$ cat src/rtl/gate_range_ctrl_pkg.sv
// Shared types and constants for the gate/range controller: FSM states,
// range codes, auto-range thresholds and the gate-length helper.
package gate_range_ctrl_pkg;

  typedef enum logic [2:0] {
    IDLE,
    CLR,
    GATE,
    SETTLE,
    STORE,
    RANGE
  } state_t;

  localparam logic [1:0] R_X1    = 2'b00;
  localparam logic [1:0] R_X10   = 2'b01;
  localparam logic [1:0] R_X100  = 2'b10;
  localparam logic [1:0] R_X1000 = 2'b11;

  // Below LO_LIM steps up a range, above HI_LIM steps down; the gap is the hysteresis.
  localparam logic [15:0] LO_LIM = 16'd1000;
  localparam logic [15:0] HI_LIM = 16'd9999;

  function automatic logic [31:0] gate_len(input logic [31:0] base, input logic [1:0] rng);
    case (rng)
      R_X1:    return base;
      R_X10:   return base * 32'd10;
      R_X100:  return base * 32'd100;
      default: return base * 32'd1000;
    endcase
  endfunction

endpackage

$ cat src/rtl/gate_range_ctrl_gate_timer.sv
// Loadable 32-bit down-counter; done is high while the count sits at zero.
module gate_timer (
  input  logic        clk,
  input  logic        rst_n,
  input  logic        load,
  input  logic [31:0] load_val,
  output logic        done
);

  logic [31:0] count;

  always_ff @(posedge clk or negedge rst_n) begin
    if (!rst_n) begin
      count <= '0;
    end else if (load) begin
      count <= load_val;
    end else if (count != 32'd0) begin
      count <= count - 32'd1;
    end
  end

  assign done = (count == 32'd0);

endmodule

$ cat src/rtl/gate_range_ctrl.sv
// Gate/store sequencer with auto-ranging for a reciprocal-free frequency counter.
// Auto-ranging is compiled in only when AUTO_RANGE_EN is defined; otherwise the range is manual.
//
// state  | meaning
// IDLE   | waiting for Run; manual range tracks F_man
// CLR    | one-cycle Clear pulse, gate timer loaded
// GATE   | counting window open for GATE_BASE*10^F_sel cycles
// SETTLE | counter settles; N/Ovf captured on the last cycle
// STORE  | one-cycle Store strobe, F_sel still the range just used
// RANGE  | range update, then next CLR or back to IDLE
module gate_range_ctrl
  import gate_range_ctrl_pkg::*;
#(
  parameter int unsigned GATE_BASE  = 50000,
  parameter int unsigned SETTLE_CYC = 2
) (
  input  logic        CLK,
  input  logic        nRST,
  input  logic        Run,
  input  logic        Auto,
  input  logic [1:0]  F_man,
  input  logic [15:0] N,
  input  logic        Ovf,
  output logic        Gate,
  output logic        Clear,
  output logic        Store,
  output logic [1:0]  F_sel,
  output logic        OvRange
);

  localparam logic [31:0] SETTLE_LOAD = 32'(SETTLE_CYC - 1);

  state_t      state;
  logic        t_load;
  logic [31:0] t_val;
  logic        t_done;
  logic [15:0] n_cap;
  logic        ovf_cap;
  logic        ov;
  logic        auto_mode;

`ifdef AUTO_RANGE_EN
  assign auto_mode = Auto;
`else
  logic unused_auto;
  assign unused_auto = Auto;
  assign auto_mode   = 1'b0;
`endif

  assign ov = ovf_cap | (n_cap > HI_LIM);

  always_comb begin
    t_load = 1'b0;
    t_val  = '0;
    if (state == CLR) begin
      t_load = 1'b1;
      t_val  = gate_len(GATE_BASE, F_sel) - 32'd1;
    end else if (state == GATE && t_done) begin
      t_load = 1'b1;
      t_val  = SETTLE_LOAD;
    end
  end

  gate_timer u_timer (
    .clk      (CLK),
    .rst_n    (nRST),
    .load     (t_load),
    .load_val (t_val),
    .done     (t_done)
  );

  always_ff @(posedge CLK or negedge nRST) begin
    if (!nRST) begin
      state   <= IDLE;
      Gate    <= 1'b0;
      Clear   <= 1'b0;
      Store   <= 1'b0;
      F_sel   <= R_X100;
      OvRange <= 1'b0;
      n_cap   <= '0;
      ovf_cap <= 1'b0;
    end else begin
      case (state)
        IDLE: begin
          if (!auto_mode) F_sel <= F_man;
          if (Run) begin
            state <= CLR;
            Clear <= 1'b1;
          end
        end
        CLR: begin
          Clear <= 1'b0;
          Gate  <= 1'b1;
          state <= GATE;
        end
        GATE: begin
          if (t_done) begin
            Gate  <= 1'b0;
            state <= SETTLE;
          end
        end
        SETTLE: begin
          if (t_done) begin
            n_cap   <= N;
            ovf_cap <= Ovf;
            Store   <= 1'b1;
            state   <= STORE;
          end
        end
        STORE: begin
          Store <= 1'b0;
          state <= RANGE;
        end
        RANGE: begin
          if (auto_mode) begin
            if (ov) begin
              // Only an overflow that cannot be cured by a shorter gate flags OvRange.
              if (F_sel != R_X1) begin
                F_sel   <= F_sel - 2'd1;
                OvRange <= 1'b0;
              end else begin
                OvRange <= 1'b1;
              end
            end else begin
              OvRange <= 1'b0;
              if (n_cap < LO_LIM && F_sel != R_X1000) F_sel <= F_sel + 2'd1;
            end
          end else begin
            // Manual range: OvRange reports an overflow on whichever range was selected.
            F_sel   <= F_man;
            OvRange <= ov;
          end
          if (Run) begin
            state <= CLR;
            Clear <= 1'b1;
          end else begin
            state <= IDLE;
          end
        end
        default: begin
          state <= IDLE;
          Gate  <= 1'b0;
          Clear <= 1'b0;
          Store <= 1'b0;
        end
      endcase
    end
  end

endmodule

$ cat config.mk
export PLATFORM = sky130hd
export DESIGN_NAME = gate_range_ctrl
export DESIGN_NICKNAME = d
export VERILOG_FILES = /design/src/rtl/gate_range_ctrl_pkg.sv /design/src/rtl/gate_range_ctrl_gate_timer.sv /design/src/rtl/gate_range_ctrl.sv
export SDC_FILE = /design/constraint.sdc
export NUM_CORES = 1
export LEC_CHECK = 0
export ABC_AREA = 0
export CORE_AREA = 2 2 105 107
export CTS_CLUSTER_DIAMETER = 200
export CTS_CLUSTER_SIZE = 10
export DETAILED_ROUTE_END_ITERATION = 6
export DIE_AREA = 0 0 107 109
export MAX_ROUTING_LAYER = met4
export PLACE_DENSITY = 0.58
export SLEW_MARGIN = 20
export SYNTH_ARGS = -nofsm -noshare
export SYNTH_HDL_FRONTEND = slang
export SYNTH_SLANG_ARGS = --single-unit
$ cat constraint.sdc
create_clock -name CLK -period 2.7 [get_ports CLK]
set_clock_uncertainty 0.1 [all_clocks]
set_input_delay 0.405 -clock CLK [delete_from_list [all_inputs] [get_ports CLK]]
set_output_delay 0.405 -clock CLK [all_outputs]
set_load 0.01 [all_outputs]
==> results.ini, run 1 <==
[cells_and_area]
drive_gt1_share_pct=15.5
n_antenna_cell=0
final_cell_mix=53 x dfrtp_1, 22 x clkdlybuf4s50_1, 19 x nor2_1, 18 x a21oi_1
fillCellCount=1081
final_common_cell=dfrtp_1
nNetsFinal=377
area_growth_pct=20.1
finalInstanceArea_sq_um=3730

[floorplanning]
row_count=38
core_area_sq_um=10600
die_x_um=107
die_area_sq_um=11700
die_y_um=109
initial_core_util_pct=29.3
io_pins=29

[sta]
fmax_ghz=0.392
slew_viol_final=0
rsz0062_at_grt=no
worstMarginPinSlew_ns=0.529
setup_ws_ns=0.150
setup-violations-final=0
min_period_ns=2.55
hold_viol_final=0
setup-tns-final_ns=0
min_period_over_period_pct=94.4
max-slew-margin-rel_pct=64.3

[drt]
wl_per_cell_um=15.0
num_vias=2440
via_per_inst=5.05
drt-pass1-iter-count=4
drt_iter0_markers=140
drc=0
wl_um=7270
antenna_left=0

[cts]
cts_root_buf=clkbuf_8
cts_buffers=5
cts_resized=0
cts.sinks=54
clk_pin_slew_ns=0.10
cts_tree=built
htree_levels=2
clock_latency_ns=0.31
cts_buffer_depth=2

[place]
placed_cell_area_sq_um=3610
dp_slack_ns=0.157
port_buffers=23
place_congestion=0.863
dpl.hpwl_um=5320

[synth]
avgSynthCellArea_sq_um=10.1
yosysWarningCount=0
synth-seq-cells=54
synth_fp_nets=341
synth_compound_area_share_pct=15.2
synth.area.mux_share_pct=6.05
synth_fa_ha_area_share_pct=4.84
yosysTopAreaCell=dfrtp_1
syn_inst=306
synth_xor_area_share_pct=5.93
synth_top_family_by_area=simple AND/OR/NAND/NOR gates
synth_top_area_share_pct=42.7
synth_cell_types=47
synth_area_sq_um=3100
yosysSeqAreaShare_pct=43.6
yosys.area_share.simple_pct=21.3
synthTopCellsByArea=dfrtp_1 43%, ha_1 4.8%, xnor2_1 4.8%, mux2_4 3.9%, nor4_1 3.4%

[global_route]
grt_pass1_wl_um=12100
grt_max_degree=55
grt_antenna_before_repair=0
grt_overflow=0
grtUsageTotal_pct=13.5
grt_pass1_vias=2372

[pwr]
pwr-share-seq_pct=57.5
p_switching_mw=0.292
pwr_density_cell_nw_per_um2=377
power_mw=1.40
p_clk_share_pct=39.2
peakVddDrop_v=0.000167
p_int_mw=1.11
power.share.switching_pct=20.8
comb_power_share_pct=3.3
p_leak_nw=1.51

[setup_path]
r2r-end=n_cap[8]
crit_chain=or4_4 > nor4_4 > nand3_4 > nor3_4 > buf_12 > mux2_2
cp.arrival_ns=2.65
reg2reg_depth=6
cp-end-kind=flip-flop
path_max_fanout=15
worstSetupPathType=flip-flop to flip-flop
critPathLaunchType=flip-flop
crit_required_ns=2.80
rrSetupSlack_ns=0.15
reg2reg_from=u_timer.count[24]
cp_slowest_stage_delay_ns=0.57
slowest_stage=or4_4

[hold_path]
min_to=Store
holdCritPathClass=flip-flop to flip-flop
hold_depth=1
min_from=Store

[status]
status=finished clean

[run]
timing.max_cap.violations=0

## cells in the mapped netlist, drive strengths merged
cell,instances
o211ai,1
ha,12
nand2,17
o21ai,17
a211o,1
o22ai,16
or4b,1
a211oi,2
a2111oi,1
nor4,20
buf,2
nor2b,2
dfrtp,53
xnor2,17
nand3b,1
o41ai,2
or2,1
a21oi,18
nor3,10
o31ai,1
o221ai,1
mux2,14
xor2,4
nor2,19
or3,7
inv,8
a21boi,1
a21o,3
nand4,3
dfstp,1
clkbuf,12
a41oi,1
o31a,7
or4,6
and3,1
nand3,10
o21ba,1
nor3b,2
a31oi,2
nand2b,8
## cell type report
| type | count | area (sq um) | area share, % |
|---|---|---|---|
| multi-input cells | 230 | 1660 | 44.4 |
| flip-flops and latches | 54 | 1350 | 36.3 |
| repair buffers | 43 | 403 | 10.8 |
| well taps | 140 | 175 | 4.70 |
| clock buffers | 6 | 72.6 | 1.95 |
| clock inverters | 2 | 38.8 | 1.04 |
| inverters | 8 | 30.0 | 0.806 |
## worst max-delay path by stage
stage                      start        end  slack [ns]  cells past startpoint
2_1_floorplan  u_timer.count[24]  n_cap[10]        0.26                      6
3_3_place_gp   u_timer.count[24]   n_cap[8]        0.18                      6
3_5_place_dp   u_timer.count[24]   n_cap[8]        0.16                      6
4_1_cts        u_timer.count[24]   n_cap[8]        0.14                      6
5_1_grt        u_timer.count[24]   n_cap[8]        0.04                      6
6_report       u_timer.count[24]   n_cap[8]        0.15                      6
## sequential cells by signal, summed over array words and instances, names as in the netlist
register and flops:
F_sel 2, u_timer.count 32, Gate 1, Clear 1, n_cap 12, ovf_cap 1, OvRange 1, state 3
Store 1
## cells by family after synthesis
kind of cell,after synthesis
xor gates and xnor gates,21
DFF,54
muxes,14
and+or+nand+nor,108
adders and majority gates,12
AOI/OAI and AO/OA,75
buffers and inverters,22
## metal layers
layer,global-route usage [%],share of wire [%],vias up
met5,-,0,-
met4,3.53,1.2,0
met3,2.63,2.6,9
met2,21.3,48,29
met1,18.0,48,1194
li1,-,-,1208
## stage by stage
stage	util [%]	instances	hold WS, ns
finish	35.2	483	0.383
floorplan	-	306	0.00941
CTS	35.2	483	0.392
global placement	34.0	474	0.331
detailed placement	34.0	474	0.332
global route	35.2	483	0.431
## repair_timing
item                      CTS  global route
hold buffers                1             0
setup buffers               0             0
hold endpoints to repair   28             0
## critical path: cells and delay by family (launching register included)
family                 cells  cell delay (ns)
AND/OR/NAND/NOR            4             1.38
flip-flops                 1             0.44
multiplexers               1             0.34
buffers and inverters      1             0.18
## power by group through the flow
stage | clock network (mW) | registers (mW) | logic (mW)
6_report | 0.550 | 0.808 | 0.0461
4_1_cts | 0.575 | 0.808 | 0.0486
3_5_place_dp | 0 | 0.824 | 0.0471
5_1_grt | 0.600 | 0.808 | 0.0516
3_3_place_gp | 0 | 0.824 | 0.0467
2_1_floorplan | 0 | 0.824 | 0.00167
(Power assumes the default switching activity.)
==> run 2: changes to the inputs <==
--- a/config.mk
+++ b/config.mk
@@ -8,7 +8,7 @@
 export ABC_AREA = 0
 export CORE_AREA = 2 2 105 107
 export CTS_CLUSTER_DIAMETER = 200
-export CTS_CLUSTER_SIZE = 10
+export CTS_CLUSTER_SIZE = 40
 export DETAILED_ROUTE_END_ITERATION = 6
 export DIE_AREA = 0 0 107 109
 export MAX_ROUTING_LAYER = met4
==> results of run 2 <==
No change in the layout: final DEF, timing and power equal those of run 1.
==> run 3: changes to the inputs <==
--- a/config.mk
+++ b/config.mk
@@ -12,7 +12,7 @@
 export DETAILED_ROUTE_END_ITERATION = 6
 export DIE_AREA = 0 0 107 109
 export MAX_ROUTING_LAYER = met4
-export PLACE_DENSITY = 0.58
+export PLACE_DENSITY = 0.51
 export SLEW_MARGIN = 20
 export SYNTH_ARGS = -nofsm -noshare
 export SYNTH_HDL_FRONTEND = slang
==> results.ini, run 3 (same netlist as run 1, synthesis figures left out) <==
[run]
timing.max_cap.violations=0

[setup_path]
reg2reg_depth=5
crit_start=u_timer.count[25]
reg2reg_from=u_timer.count[25]
path_max_fanout=7
r2r-end=u_timer.count[19]
endpoint=u_timer.count[19]
critPathLaunchType=flip-flop
cp.arrival_ns=2.65
cp-end-kind=flip-flop
worstSetupPathType=flip-flop to flip-flop
rrSetupSlack_ns=0.15
crit_required_ns=2.80

[sta]
slew_viol_final=0
max-slew-margin-rel_pct=51.4
worstMarginPinSlew_ns=0.729
min_period_ns=2.55
min_period_over_period_pct=94.5
setup-tns-final_ns=0
rsz0062_at_grt=no
hold_viol_final=0
setup-violations-final=0
fmax_ghz=0.392

[global_route]
grt_pass1_vias=2422
met3_usage_pct=2.15
met2_usage_pct=23.2
grtUsageTotal_pct=14.6
grtUsageMet1_pct=19.0
grt_antenna_before_repair=0
grt_overflow=0
grt_busiest_layer=met2
grt_pass1_wl_um=12700
grt_max_degree=55

[place]
port_buffers=23
place_congestion=0.836
dpl.hpwl_um=5480

[drt]
wl_um=7540
wl_per_cell_um=15.7
drt-pass1-iter-count=4
drt_iter0_markers=127
drc=0
num_vias=2446
antenna_left=0
via_per_inst=5.09

[cells_and_area]
n_antenna_cell=0
area_growth_pct=18.5
reg_top3=u_timer.count (32), n_cap (12), state (3)
nNetsFinal=375
fin_util_pct=34.7
final_common_cell=dfrtp_1
top_register=u_timer.count
drive_gt1_share_pct=15.5
fillCellCount=1074
largest_reg_flops=32
final_cell_mix=53 x dfrtp_1, 22 x clkdlybuf4s50_1, 19 x nor2_1, 18 x a21oi_1

[floorplanning]
initial_core_util_pct=29.3
row_count=38
io_pins=29
core_area_sq_um=10600
die_x_um=107
die_area_sq_um=11700
die_y_um=109

[cts]
cts_tree=built
cts.sinks=54
cts_hold_buf=0
clk_pin_slew_ns=0.10
clock_latency_ns=0.32
cts_root_buf=clkbuf_8
post_cts_buffers=0
cts_buffers=5
htree_levels=2
cts_buffer_depth=2
cts_resized=0

[status]
status=finished clean

[hold_path]
holdCritPathClass=input pin to async pin

[pwr]
p_leak_nw=1.48
pwr_density_cell_nw_per_um2=360
pwr-share-seq_pct=61.0
power.share.switching_pct=23.5
comb_power_share_pct=3.3
p_switching_mw=0.311
p_int_mw=1.01
p_clk_share_pct=35.7
peakVddDrop_v=0.000165

## run 3: cell count changes in the layout (fill, tap and decap cells not counted), sizes merged
cell | previous run | this run
buf | 20 | 19
bufinv | 1 | 0
clkbuf | 6 | 5
clkinv | 1 | 2
clkinvlp | 0 | 1
dlygate4sd3 | 1 | 0
## run 3: worst min path at each step
| stage | from | end | cells after the start |
|---|---|---|---|
| 4_1_cts | nRST | u_timer.count[17] | 2 |
| 3_5_place_dp | Store | Store | 1 |
| 6_report | nRST | F_sel[0] | 2 |
| 5_1_grt | nRST | F_sel[0] | 2 |
| 2_1_floorplan | nRST | Clear | 0 |
| 3_3_place_gp | Store | Store | 1 |
## run 3: layout make-up
type,count,area (sq um),share of cell area (%)
timing repair buffer,41,373,10.1
multi-input combinational,230,1660,45.0
clock buffer,5,68.8,1.87
tap,140,175,4.77
sequential,54,1350,36.8
inverter,8,30.0,0.817
clock inverter,3,21.3,0.579
## run 3: stage by stage
stage	instances	setup slack, ns	power (mW)	hold slack (ns)	cell area (sq um)
final	481	0.150	1.33	0.112	3680
after global routing	481	0.0561	1.39	0.176	3680
after CTS	481	0.150	1.35	0.142	3680
after detailed placement	473	0.168	0.869	0.384	3590
after global placement	473	0.172	0.869	0.376	3590
after floorplan	306	0.257	0.826	0.00941	3100
## run 3: power by group through the flow
| stage | Combinational (mW) | Clock (mW) | Sequential [mW] |
|---|---|---|---|
| after floorplan | 0.00167 | 0 | 0.824 |
| after global placement | 0.0449 | 0 | 0.824 |
| after detailed placement | 0.0453 | 0 | 0.824 |
| after CTS | 0.0453 | 0.494 | 0.808 |
| after global routing | 0.0492 | 0.530 | 0.808 |
| final | 0.0432 | 0.474 | 0.808 |
## run 3: layer usage
layer  up-vias  routed length (um)
li1       1204                   -
met1      1208                3600
met2        25                3650
met3         9                 143
met4         0                 142
met5         -                   0
## run 3: critical path, stage by stage, from the launching register on
cell and delay (ns):
dfrtp_1 0.43, or4_4 0.55, or4_1 0.63, nor4_4 0.42, buf_4 0.24, a21oi_1 0.05
